`config.mk`:
```
export PLATFORM = sky130hd
export DESIGN_NAME = pipeline_w_writeback
export DESIGN_NICKNAME = d
export VERILOG_FILES = /design/src/rtl/pipeline_w_writeback.sv
export SDC_FILE = /design/constraint.sdc
export NUM_CORES = 1
export LEC_CHECK = 0
export ABC_CLOCK_PERIOD_IN_PS = 4390
export CAP_MARGIN = 20
export CORE_MARGIN = 2
export CORE_UTILIZATION = 30
export DETAILED_ROUTE_END_ITERATION = 7
export HOLD_SLACK_MARGIN = 0.05
export SYNTH_ARGS = -nofsm -noshare
export SYNTH_HDL_FRONTEND = slang
export SYNTH_SLANG_ARGS = --single-unit
```
`constraint.sdc`:
```
create_clock -name CLK -period 4.39 [get_ports CLK]
set_input_delay 0.878 -clock CLK [delete_from_list [all_inputs] [get_ports CLK]]
set_output_delay 0.878 -clock CLK [all_outputs]
set_load 0.03 [all_outputs]
```
`src/rtl/pipeline_w_writeback.sv`:
```
// M/W pipeline register and write-back datapath: registers M-stage results and forms the
// GRF write enable, address and data driven back into decode for the write port and forwarding.
module pipeline_w_writeback #(
   parameter logic [31:0] RESET_PCPLUS4 = 32'h00003004
) (
   input  logic        CLK,
   input  logic        Reset,
   input  logic        Clr_W,
   input  logic        RegWrite_M,
   input  logic [4:0]  RD_M,
   input  logic [1:0]  WDSel_M,
   input  logic [2:0]  LoadExt_M,
   input  logic [31:0] ALUOutput_M,
   input  logic [31:0] DMOut_M,
   input  logic [31:0] MDOut_M,
   input  logic [31:0] PCPlus4_M,
   output logic        RegWrite_W,
   output logic [4:0]  RD_W,
   output logic [31:0] MUXRFWDOut,
   output logic [31:0] PCPlus4_W
);

   localparam logic [1:0] WdAlu  = 2'b00;
   localparam logic [1:0] WdLoad = 2'b01;
   localparam logic [1:0] WdLink = 2'b10;
   localparam logic [1:0] WdHiLo = 2'b11;

   localparam logic [2:0] LdWord  = 3'b000;
   localparam logic [2:0] LdByteU = 3'b001;
   localparam logic [2:0] LdByteS = 3'b010;
   localparam logic [2:0] LdHalfU = 3'b011;
   localparam logic [2:0] LdHalfS = 3'b100;

   logic        r_reg_write;
   logic [4:0]  r_rd;
   logic [1:0]  r_wd_sel;
   logic [2:0]  r_load_ext;
   logic [31:0] r_alu_out;
   logic [31:0] r_dm_out;
   logic [31:0] r_md_out;
   logic [31:0] r_pc_plus4;

   logic [1:0]  w_byte_addr;
   logic [7:0]  w_byte;
   logic [15:0] w_half;
   logic [31:0] w_load_data;
   logic [31:0] w_link;
   logic [31:0] w_wd;

   // Writes to $0 are squashed here so neither the GRF nor forwarding ever sees them.
   always_ff @(posedge CLK) begin
      if (Reset) begin
         r_reg_write <= 1'b0;
         r_rd        <= 5'd0;
         r_wd_sel    <= WdAlu;
         r_load_ext  <= LdWord;
         r_alu_out   <= 32'd0;
         r_dm_out    <= 32'd0;
         r_md_out    <= 32'd0;
         r_pc_plus4  <= RESET_PCPLUS4;
      end else if (Clr_W) begin
         r_reg_write <= 1'b0;
         r_rd        <= 5'd0;
         r_wd_sel    <= WdAlu;
         r_load_ext  <= LdWord;
         r_alu_out   <= 32'd0;
         r_dm_out    <= 32'd0;
         r_md_out    <= 32'd0;
         r_pc_plus4  <= PCPlus4_M;
      end else begin
         r_reg_write <= RegWrite_M & (RD_M != 5'd0);
         r_rd        <= RD_M;
         r_wd_sel    <= WDSel_M;
         r_load_ext  <= LoadExt_M;
         r_alu_out   <= ALUOutput_M;
         r_dm_out    <= DMOut_M;
         r_md_out    <= MDOut_M;
         r_pc_plus4  <= PCPlus4_M;
      end
   end

   always_comb begin
      w_byte_addr = r_alu_out[1:0];
      w_byte      = 8'd0;
      unique case (w_byte_addr)
         2'd0:    w_byte = r_dm_out[7:0];
         2'd1:    w_byte = r_dm_out[15:8];
         2'd2:    w_byte = r_dm_out[23:16];
         default: w_byte = r_dm_out[31:24];
      endcase
      w_half = w_byte_addr[1] ? r_dm_out[31:16] : r_dm_out[15:0];
   end

   // Unlisted load encodings fall back to a full-word load.
   always_comb begin
      w_load_data = r_dm_out;
      case (r_load_ext)
         LdByteU: w_load_data = {24'd0, w_byte};
         LdByteS: w_load_data = {{24{w_byte[7]}}, w_byte};
         LdHalfU: w_load_data = {16'd0, w_half};
         LdHalfS: w_load_data = {{16{w_half[15]}}, w_half};
         default: w_load_data = r_dm_out;
      endcase
   end

   assign w_link = r_pc_plus4 + 32'd4;

   always_comb begin
      w_wd = r_alu_out;
      unique case (r_wd_sel)
         WdAlu:   w_wd = r_alu_out;
         WdLoad:  w_wd = w_load_data;
         WdLink:  w_wd = w_link;
         WdHiLo:  w_wd = r_md_out;
         default: w_wd = r_alu_out;
      endcase
   end

   assign RegWrite_W = r_reg_write;
   assign RD_W       = r_rd;
   assign MUXRFWDOut = w_wd;
   assign PCPlus4_W  = r_pc_plus4;

endmodule

```
==> results of run 1 <==
==> synth_stat cells (12+ instances only) <==
library cell,n
nand2_1,24
mux2i_1,12
clkbuf_1,26
nor2_1,41
a22oi_1,13
nor2b_1,29
dfxtp_1,139
nand3_1,14
o221ai_1,12
xor2_1,12
and2_1,108
xnor2_1,15
==> worst max path at each step <==
| stage | end | startpoint |
|---|---|---|
| 2_1_floorplan | MUXRFWDOut[16] | PCPlus4_W[5] |
| 3_3_place_gp | MUXRFWDOut[17] | r_load_ext[2] |
| 3_5_place_dp | MUXRFWDOut[17] | r_load_ext[2] |
| 4_1_cts | MUXRFWDOut[4] | r_alu_out[0] |
| 5_1_grt | MUXRFWDOut[31] | PCPlus4_W[14] |
| 6_report | MUXRFWDOut[29] | PCPlus4_W[14] |
==> layer usage <==
metal,share of wire,routed length (um),up-vias
met1,0.46,9310,2347
li1,-,-,2521
met3,0.064,1300,21
met5,0,0,-
met2,0.46,9250,188
met4,0.017,342,0
==> worst max-delay path: cells and delay by family (launching register included) <==
family	cells	cell delay (ns)
buf+inv	1	0.74
xor+xnor	1	0.21
simple gates	3	1.16
compound gates	1	0.29
flops	1	0.50
==> registers in the layout, summed over array words and instances, names as in the netlist <==
name / count
PCPlus4_W: 32
r_wd_sel: 2
RD_W: 5
RegWrite_W: 1
r_md_out: 32
r_dm_out: 32
r_load_ext: 3
r_alu_out: 32
==> kinds of logic after synthesis <==
logic type	Yosys count	synth area share
buffers and inverters	41	0.0304
DFF	139	0.476
adders and majority gates	1	0.00214
xor gates and xnor gates	27	0.0405
and+or+nand+nor	268	0.266
AOI/OAI and AO/OA	101	0.130
muxes	22	0.0552
==> what timing repair did <==
action                     CTS  global route
setup endpoints to repair    2             1
hold buffers                 0             0
gates resized for setup      0             1
buffers inserted             2             0
pin swaps                    1             0
==> metrics by stage <==
stage / cells / power (mW) / instance area, um^2 / hold WS, ns / utilization
finish: 1086 / 3.37 / 8870 / 1.00 / 0.460
detailed placement: 1052 / 1.90 / 8230 / 1.44 / 0.427
floorplan: 599 / 1.62 / 5840 / 0.950 / -
global placement: 1052 / 1.90 / 8230 / 1.44 / 0.427
CTS: 1086 / 3.40 / 8860 / 0.988 / 0.460
global route: 1086 / 3.49 / 8870 / 0.995 / 0.460
==> cell type report <==
| class | count | area, um^2 | share of cell area |
|---|---|---|---|
| clock buffer | 23 | 478 | 0.0539 |
| clock inverter | 9 | 136 | 0.0154 |
| inverter | 7 | 26.3 | 0.00296 |
| multi-input combinational | 419 | 2900 | 0.327 |
| sequential | 139 | 2780 | 0.314 |
| tap | 265 | 332 | 0.0374 |
| timing repair buffer | 224 | 2210 | 0.250 |
==> power by group <==
part / internal, mW / switching (mW)
Combinational: 0.264 / 0.241
Sequential: 1.32 / 0.0532
Clock: 0.942 / 0.549
==> results.yml, run 1 <==
setup_path:
  endpoint_kind: "output pin"
  crit_slowest_cell: "clkdlybuf4s50_1"
  cp_cell_sequence: "nand4_1, nor4_1, nand4_1, xor2_1, o211ai_1, clkdlybuf4s50_1"
  cp_slowest_stage_delay_ns: 0.74
  critPathRequiredTime_ns: 3.51
  cp_max_fo: 7
  crit_path_start_kind: "flip-flop"
  critPathKind: "reg2out"
  crit_arrival_ns: 3.32
  path_common_cell: "nand4_1"
layout:
  layout_commonest_cell: "clkdlybuf4s50_1"
  area_delta_synth_final_pct: 51.7
  final_cell_mix: "clkdlybuf4s50_1, dfxtp_1, and2_1"
  final_nets: 951
  num_antenna_cells: 0
  layout-drive-gt1-share: 0.0962
  fillers: 1901
detailed_routing:
  vias_per_cell: 4.67
  drt-initial-drc-count: 260
  ant_nets: 0
  route.detailed.drc: 0
  dr.pass1.iters: 7
  dr_total_vias: 5077
  avgRoutedWirePerCell_um: 18.6
  wl_mm: 20.2
global_route:
  use_met1: 0.265
  grt_util_all_layers: 0.197
  grt_busiest_layer: "met2"
  antenna_found_initial: 0
  grt_pass1_vias: 4850
  use_met3: 0.0570
  grt.overflow.total: 0
  grt.met2_usage: 0.308
  grt_pass1_wl_mm: 29.6
  grt_max_degree: 108
synthesis:
  yosysWarnings: 0
  ys_ff_latch: 139
  synth-async-reset-ratio: 0
  syn_area_mm2: 0.00584
  synth_edf_count: 0
  syn_inst: 599
  synth_area_per_cell_um2: 9.76
  yosysTopAreaCellShare: 0.476
  synth.net_count: 742
  yosys.area.top_type: "dfxtp_1"
  ys_seq_area_frac: 0.476
  synth_area_leaders: "dfxtp_1, and2_1, nor2b_1, mux4_2, nor2_1"
  ys_types: 65
  synth_flop_cell: "dfxtp_1"
flow_run:
  maxCapViolations: 0
worst_hold_path:
  whs_path_depth: 2
  min_from: "PCPlus4_M[0]"
  hold_path.class: "in2reg"
  whs_endpoint: "PCPlus4_W[0]"
die:
  die_h_um: 144
  start_util: 0.303
  die_w_um: 144
  core_mm2: 0.0193
  fp.dieArea_mm2: 0.0206
  rows: 51
  pin_count: 212
timing:
  finalCriticalPeriod_ns: 4.19
  max_slew_margin: 0.447
  rsz0062_at_grt: "no"
  post-route-period-util: 0.955
  tns_ns: 0
  setup_viol: 0
  worst_pin_slew_ns: 0.830
  finalHoldViolations: 0
  fmax_mhz: 238
  slew_viol_final: 0
  setup_ws_ns: 0.196
clock_network:
  cts_buffer_depth: 2
  cts.sinks: 139
  cts_buffers: 17
  h-tree-depth: 4
  cts_tree: "done"
  cts_root_buffer: "clkbuf_16"
  clkTransAtPathRegs_ns: 0.06
placement:
  place.port_buffers: 211
  dp_hpwl_mm: 15.2
  post-place-ws_ns: 0.340
  gp_congestion: 0.888
pwr:
  p_leak_nw: 3.27
  power.density_mw_per_mm2: 380
  ir_worst_vdd_mv: 0.231
run_status:
  status: "finished, final reports clean"
(Power assumes the default switching activity.)
==> inputs of run 2 (changes only) <==
--- a/config.mk
+++ b/config.mk
@@ -5,7 +5,7 @@
 export SDC_FILE = /design/constraint.sdc
 export NUM_CORES = 1
 export LEC_CHECK = 0
-export ABC_CLOCK_PERIOD_IN_PS = 4390
+export ABC_CLOCK_PERIOD_IN_PS = 4400
 export CAP_MARGIN = 20
 export CORE_MARGIN = 2
 export CORE_UTILIZATION = 30
==> constraint.sdc (replaced) <==
create_clock -name CLK -period 4.4 [get_ports CLK]
set_input_delay 0.88 -clock CLK [delete_from_list [all_inputs] [get_ports CLK]]
set_output_delay 0.88 -clock CLK [all_outputs]
set_load 0.03 [all_outputs]
==> results.yml, run 2 (same netlist as run 1, synthesis figures left out) <==
setup_path:
  cp_num_buf_inv: 1
  cp_cell_sequence: "nand4_1, nor4_1, nand3_1, xor2_1, o211ai_1, clkdlybuf4s50_1"
  crit_path_start_kind: "flip-flop"
  critPathRequiredTime_ns: 3.52
  cp.depth: 6
  critPathKind: "reg2out"
  endpoint_kind: "output pin"
  crit_arrival_ns: 3.28
  cp_max_fo: 7
  crit_slowest_cell: "clkdlybuf4s50_1"
  cp_slowest_stage_delay_ns: 0.73
  crit_family: "simple AND/OR/NAND/NOR gates"
pwr:
  ir_worst_vdd_mv: 0.295
  power.density_mw_per_mm2: 366
  p_leak_nw: 3.24
placement:
  post-place-ws_ns: 0.374
  gp_congestion: 0.911
  dp_hpwl_mm: 15.7
  place.port_buffers: 211
  placed_area_mm2: 0.00823
layout:
  final_nets: 951
  layout.area.seq_mm2: 0.00278
  fillers: 1901
  final_cell_mix: "clkdlybuf4s50_1, dfxtp_1, and2_1"
  layout_commonest_cell: "clkdlybuf4s50_1"
  layout-drive-gt1-share: 0.0987
  postLayoutCellArea_mm2: 0.00880
  multi_input_area_mm2: 0.00290
  num_antenna_cells: 0
  area_delta_synth_final_pct: 50.6
clock_network:
  clkTransAtPathRegs_ns: 0.06
  h-tree-depth: 4
  cts_buffers: 17
  cts.sinks: 139
  cts_buffer_depth: 2
  cts_root_buffer: "clkbuf_16"
  cts_tree: "done"
worst_hold_path:
  whs_path_depth: 2
  whs_endpoint: "PCPlus4_W[26]"
  hold_path.class: "in2reg"
  min_from: "PCPlus4_M[26]"
global_route:
  grt_pass1_wl_mm: 30.4
  grt.overflow.total: 0
  antenna_found_initial: 1
  grt_max_degree: 46
  grt_pass1_vias: 5106
  grt_util_all_layers: 0.202
die:
  pin_count: 212
  start_util: 0.303
  rows: 51
  core_mm2: 0.0193
  die_w_um: 144
  fp.dieArea_mm2: 0.0206
  die_h_um: 144
timing:
  tns_ns: 0
  finalHoldViolations: 0
  post-route-period-util: 0.945
  setup_viol: 0
  worst_pin_slew_ns: 0.704
  setup_ws_ns: 0.242
  fmax_mhz: 240
  finalCriticalPeriod_ns: 4.16
  max_slew_margin: 0.529
  rsz0062_at_grt: "no"
  slew_viol_final: 0
detailed_routing:
  ant_nets: 0
  avgRoutedWirePerCell_um: 18.9
  vias_per_cell: 4.75
  dr.pass1.iters: 6
  wl_mm: 20.5
  route.detailed.drc: 0
  drt-initial-drc-count: 288
  dr_total_vias: 5161
flow_run:
  maxCapViolations: 0
run_status:
  status: "finished, final reports clean"
-- run 2: report_power, final --
group	leakage (nW)	internal [mW]	total, mW	switching (mW)
clock network	0.267	0.776	1.35	0.574
registers	1.15	1.31	1.37	0.0530
logic	1.83	0.263	0.504	0.241
total	3.24	2.35	3.22	0.868
-- run 2: worst max path at each step --
stage | startpoint | end | slack (ns)
finish | PCPlus4_W[14] | MUXRFWDOut[28] | 0.24
floorplan | PCPlus4_W[5] | MUXRFWDOut[16] | 1.10
CTS | r_load_ext[2] | MUXRFWDOut[4] | 0.14
global placement | r_load_ext[2] | MUXRFWDOut[17] | 0.37
detailed placement | r_load_ext[2] | MUXRFWDOut[17] | 0.37
global route | r_load_ext[2] | MUXRFWDOut[5] | 0.06
-- run 2: what timing repair did --
action,CTS,global route
setup buffers,2,0
pin swaps,1,0
hold buffers,0,0
setup endpoints to repair,2,1
resized for setup,0,1
-- run 2: layout make-up --
type	instances	share of cell area
well taps	265	0.0377
clock inverters	14	0.0138
clock buffers	18	0.0488
inverters	7	0.00299
repair buffers	224	0.251
flip-flops and latches	139	0.316
multi-input cells	419	0.329
-- run 2: layer usage --
layer	global-route usage	up-vias	part of all wire
met5	0	-	0
met4	0.0795	0	0.024
met3	0.0536	29	0.072
met2	0.317	196	0.46
met1	0.265	2404	0.44
li1	-	2532	-
-- run 2: metrics by stage --
step	util	hold WS, ns	power (mW)	cells
6_report	0.457	0.995	3.22	1086
3_5_place_dp	0.427	1.44	1.90	1052
3_3_place_gp	0.427	1.44	1.90	1052
5_1_grt	0.457	0.987	3.34	1086
4_1_cts	0.457	0.976	3.25	1086
2_1_floorplan	-	0.952	1.61	599
==> inputs of run 3 (changes only) <==
--- a/config.mk
+++ b/config.mk
@@ -5,12 +5,12 @@
 export SDC_FILE = /design/constraint.sdc
 export NUM_CORES = 1
 export LEC_CHECK = 0
-export ABC_CLOCK_PERIOD_IN_PS = 4400
 export CAP_MARGIN = 20
 export CORE_MARGIN = 2
-export CORE_UTILIZATION = 30
+export CORE_UTILIZATION = 45
 export DETAILED_ROUTE_END_ITERATION = 7
 export HOLD_SLACK_MARGIN = 0.05
+export PLACE_DENSITY = 0.81
 export SYNTH_ARGS = -nofsm -noshare
 export SYNTH_HDL_FRONTEND = slang
 export SYNTH_SLANG_ARGS = --single-unit
==> results.yml, run 3 (same netlist as run 1, synthesis figures left out) <==
clock_network:
  cts_root_buffer: "clkbuf_16"
  clkTransAtPathRegs_ns: 0.06
  cts.sinks: 139
  cts_resized: 0
  cts_buffer_depth: 2
  h-tree-depth: 4
  postCtsSetupBuffers: 1
  cts_tree: "done"
  cts_buffers: 17
  hold_buffers: 0
timing:
  tns_ns: 0
  fmax_mhz: 240
  worst_pin_slew_ns: 0.755
  max_slew_margin: 0.495
  setup_viol: 0
  finalCriticalPeriod_ns: 4.16
  slew_viol_final: 0
  finalHoldViolations: 0
  post-route-period-util: 0.945
  rsz0062_at_grt: "no"
detailed_routing:
  route.detailed.drc: 0
  wl_mm: 19.7
  dr.pass1.iters: 5
  ant_nets: 0
  vias_per_cell: 5.36
  drt-initial-drc-count: 423
  dr_total_vias: 5320
  avgRoutedWirePerCell_um: 19.9
setup_path:
  critPathKind: "reg2out"
  cp_max_fo: 9
  endpoint_kind: "output pin"
  crit_arrival_ns: 3.28
  crit_path_start_kind: "flip-flop"
  critPathRequiredTime_ns: 3.52
layout:
  fillers: 993
  num_antenna_cells: 0
  final_cells: 993
  postLayoutCellArea_mm2: 0.00875
  final_nets: 952
  final_cell_mix: "clkdlybuf4s50_1, dfxtp_1, and2_1"
  layout_commonest_cell: "clkdlybuf4s50_1"
  area_delta_synth_final_pct: 49.8
  layout-drive-gt1-share: 0.0962
global_route:
  grt_pass1_vias: 5343
  grt_max_degree: 69
  grt_util_all_layers: 0.287
  antenna_found_initial: 0
  grt.overflow.total: 0
  grt_pass1_wl_mm: 30.5
pwr:
  power.density_mw_per_mm2: 383
  ir_worst_vdd_mv: 0.272
  power_mw: 3.35
  p_leak_nw: 3.26
die:
  rows: 41
  start_util: 0.461
  fp.dieArea_mm2: 0.0139
  pin_count: 212
  die_w_um: 118
  core_mm2: 0.0127
  die_h_um: 118
placement:
  place.port_buffers: 211
  dpl.cell_count: 960
  dp_hpwl_mm: 15.1
  gp_congestion: 0.925
  placed_area_mm2: 0.00813
run_status:
  status: "finished, final reports clean"
flow_run:
  maxCapViolations: 0
worst_hold_path:
  whs_path_depth: 2
  hold_path.class: "in2reg"
[run 3: cell count changes in the layout (fill, tap and decap cells not counted), sizes merged, moves of 2 or more]
cell,change
clkbuf,+2
bufinv,+3
clkinv,-2
inv,-3
[run 3: final cells by class]
cell class                      instances  area [um^2]  share of cell area
Clock inverter                         11          171              0.0196
Inverter                                7         26.3             0.00300
Clock buffer                           20          437              0.0499
Multi-Input combinational cell        419         2900               0.331
Sequential cell                       139         2780               0.318
Tap cell                              172          215              0.0246
Timing Repair Buffer                  225         2220               0.254
[run 3: metal layers]
| layer | wire, um | vias up | global-route usage |
|---|---|---|---|
| met2 | 9760 | 249 | 0.487 |
| met1 | 8280 | 2519 | 0.354 |
| li1 | - | 2523 | - |
| met5 | 0 | - | 0 |
| met3 | 1280 | 29 | 0.0722 |
| met4 | 429 | 0 | 0.0964 |
[run 3: metrics by stage]
step	utilization	hold slack, ns	setup WS, ns
after CTS	0.690	1.00	0.242
after floorplan	-	0.952	1.10
after detailed placement	0.641	1.44	0.431
after global routing	0.691	1.00	0.120
after global placement	0.641	1.44	0.571
final	0.691	1.01	0.241
[run 3: worst max-delay path, cell delays in order, from the launching register on]
cell,delay (ns)
dfxtp_1,0.47
or3b_2,0.51
and2_1,0.27
o21ai_2,0.38
a21boi_0,0.25
o31ai_1,0.25
clkdlybuf4s50_1,0.73
[run 3: worst paths after layout]
path | start | end | slack (ns)
worst max-delay path | r_load_ext[2] | MUXRFWDOut[5] | 0.24
worst min-delay path | PCPlus4_M[10] | PCPlus4_W[10] | 1.01
[run 3: where the power goes]
| part | total [mW] | internal, mW | switching (mW) |
|---|---|---|---|
| Combinational | 0.501 | 0.264 | 0.237 |
| Clock | 1.48 | 0.944 | 0.534 |
| Sequential | 1.37 | 1.31 | 0.0537 |
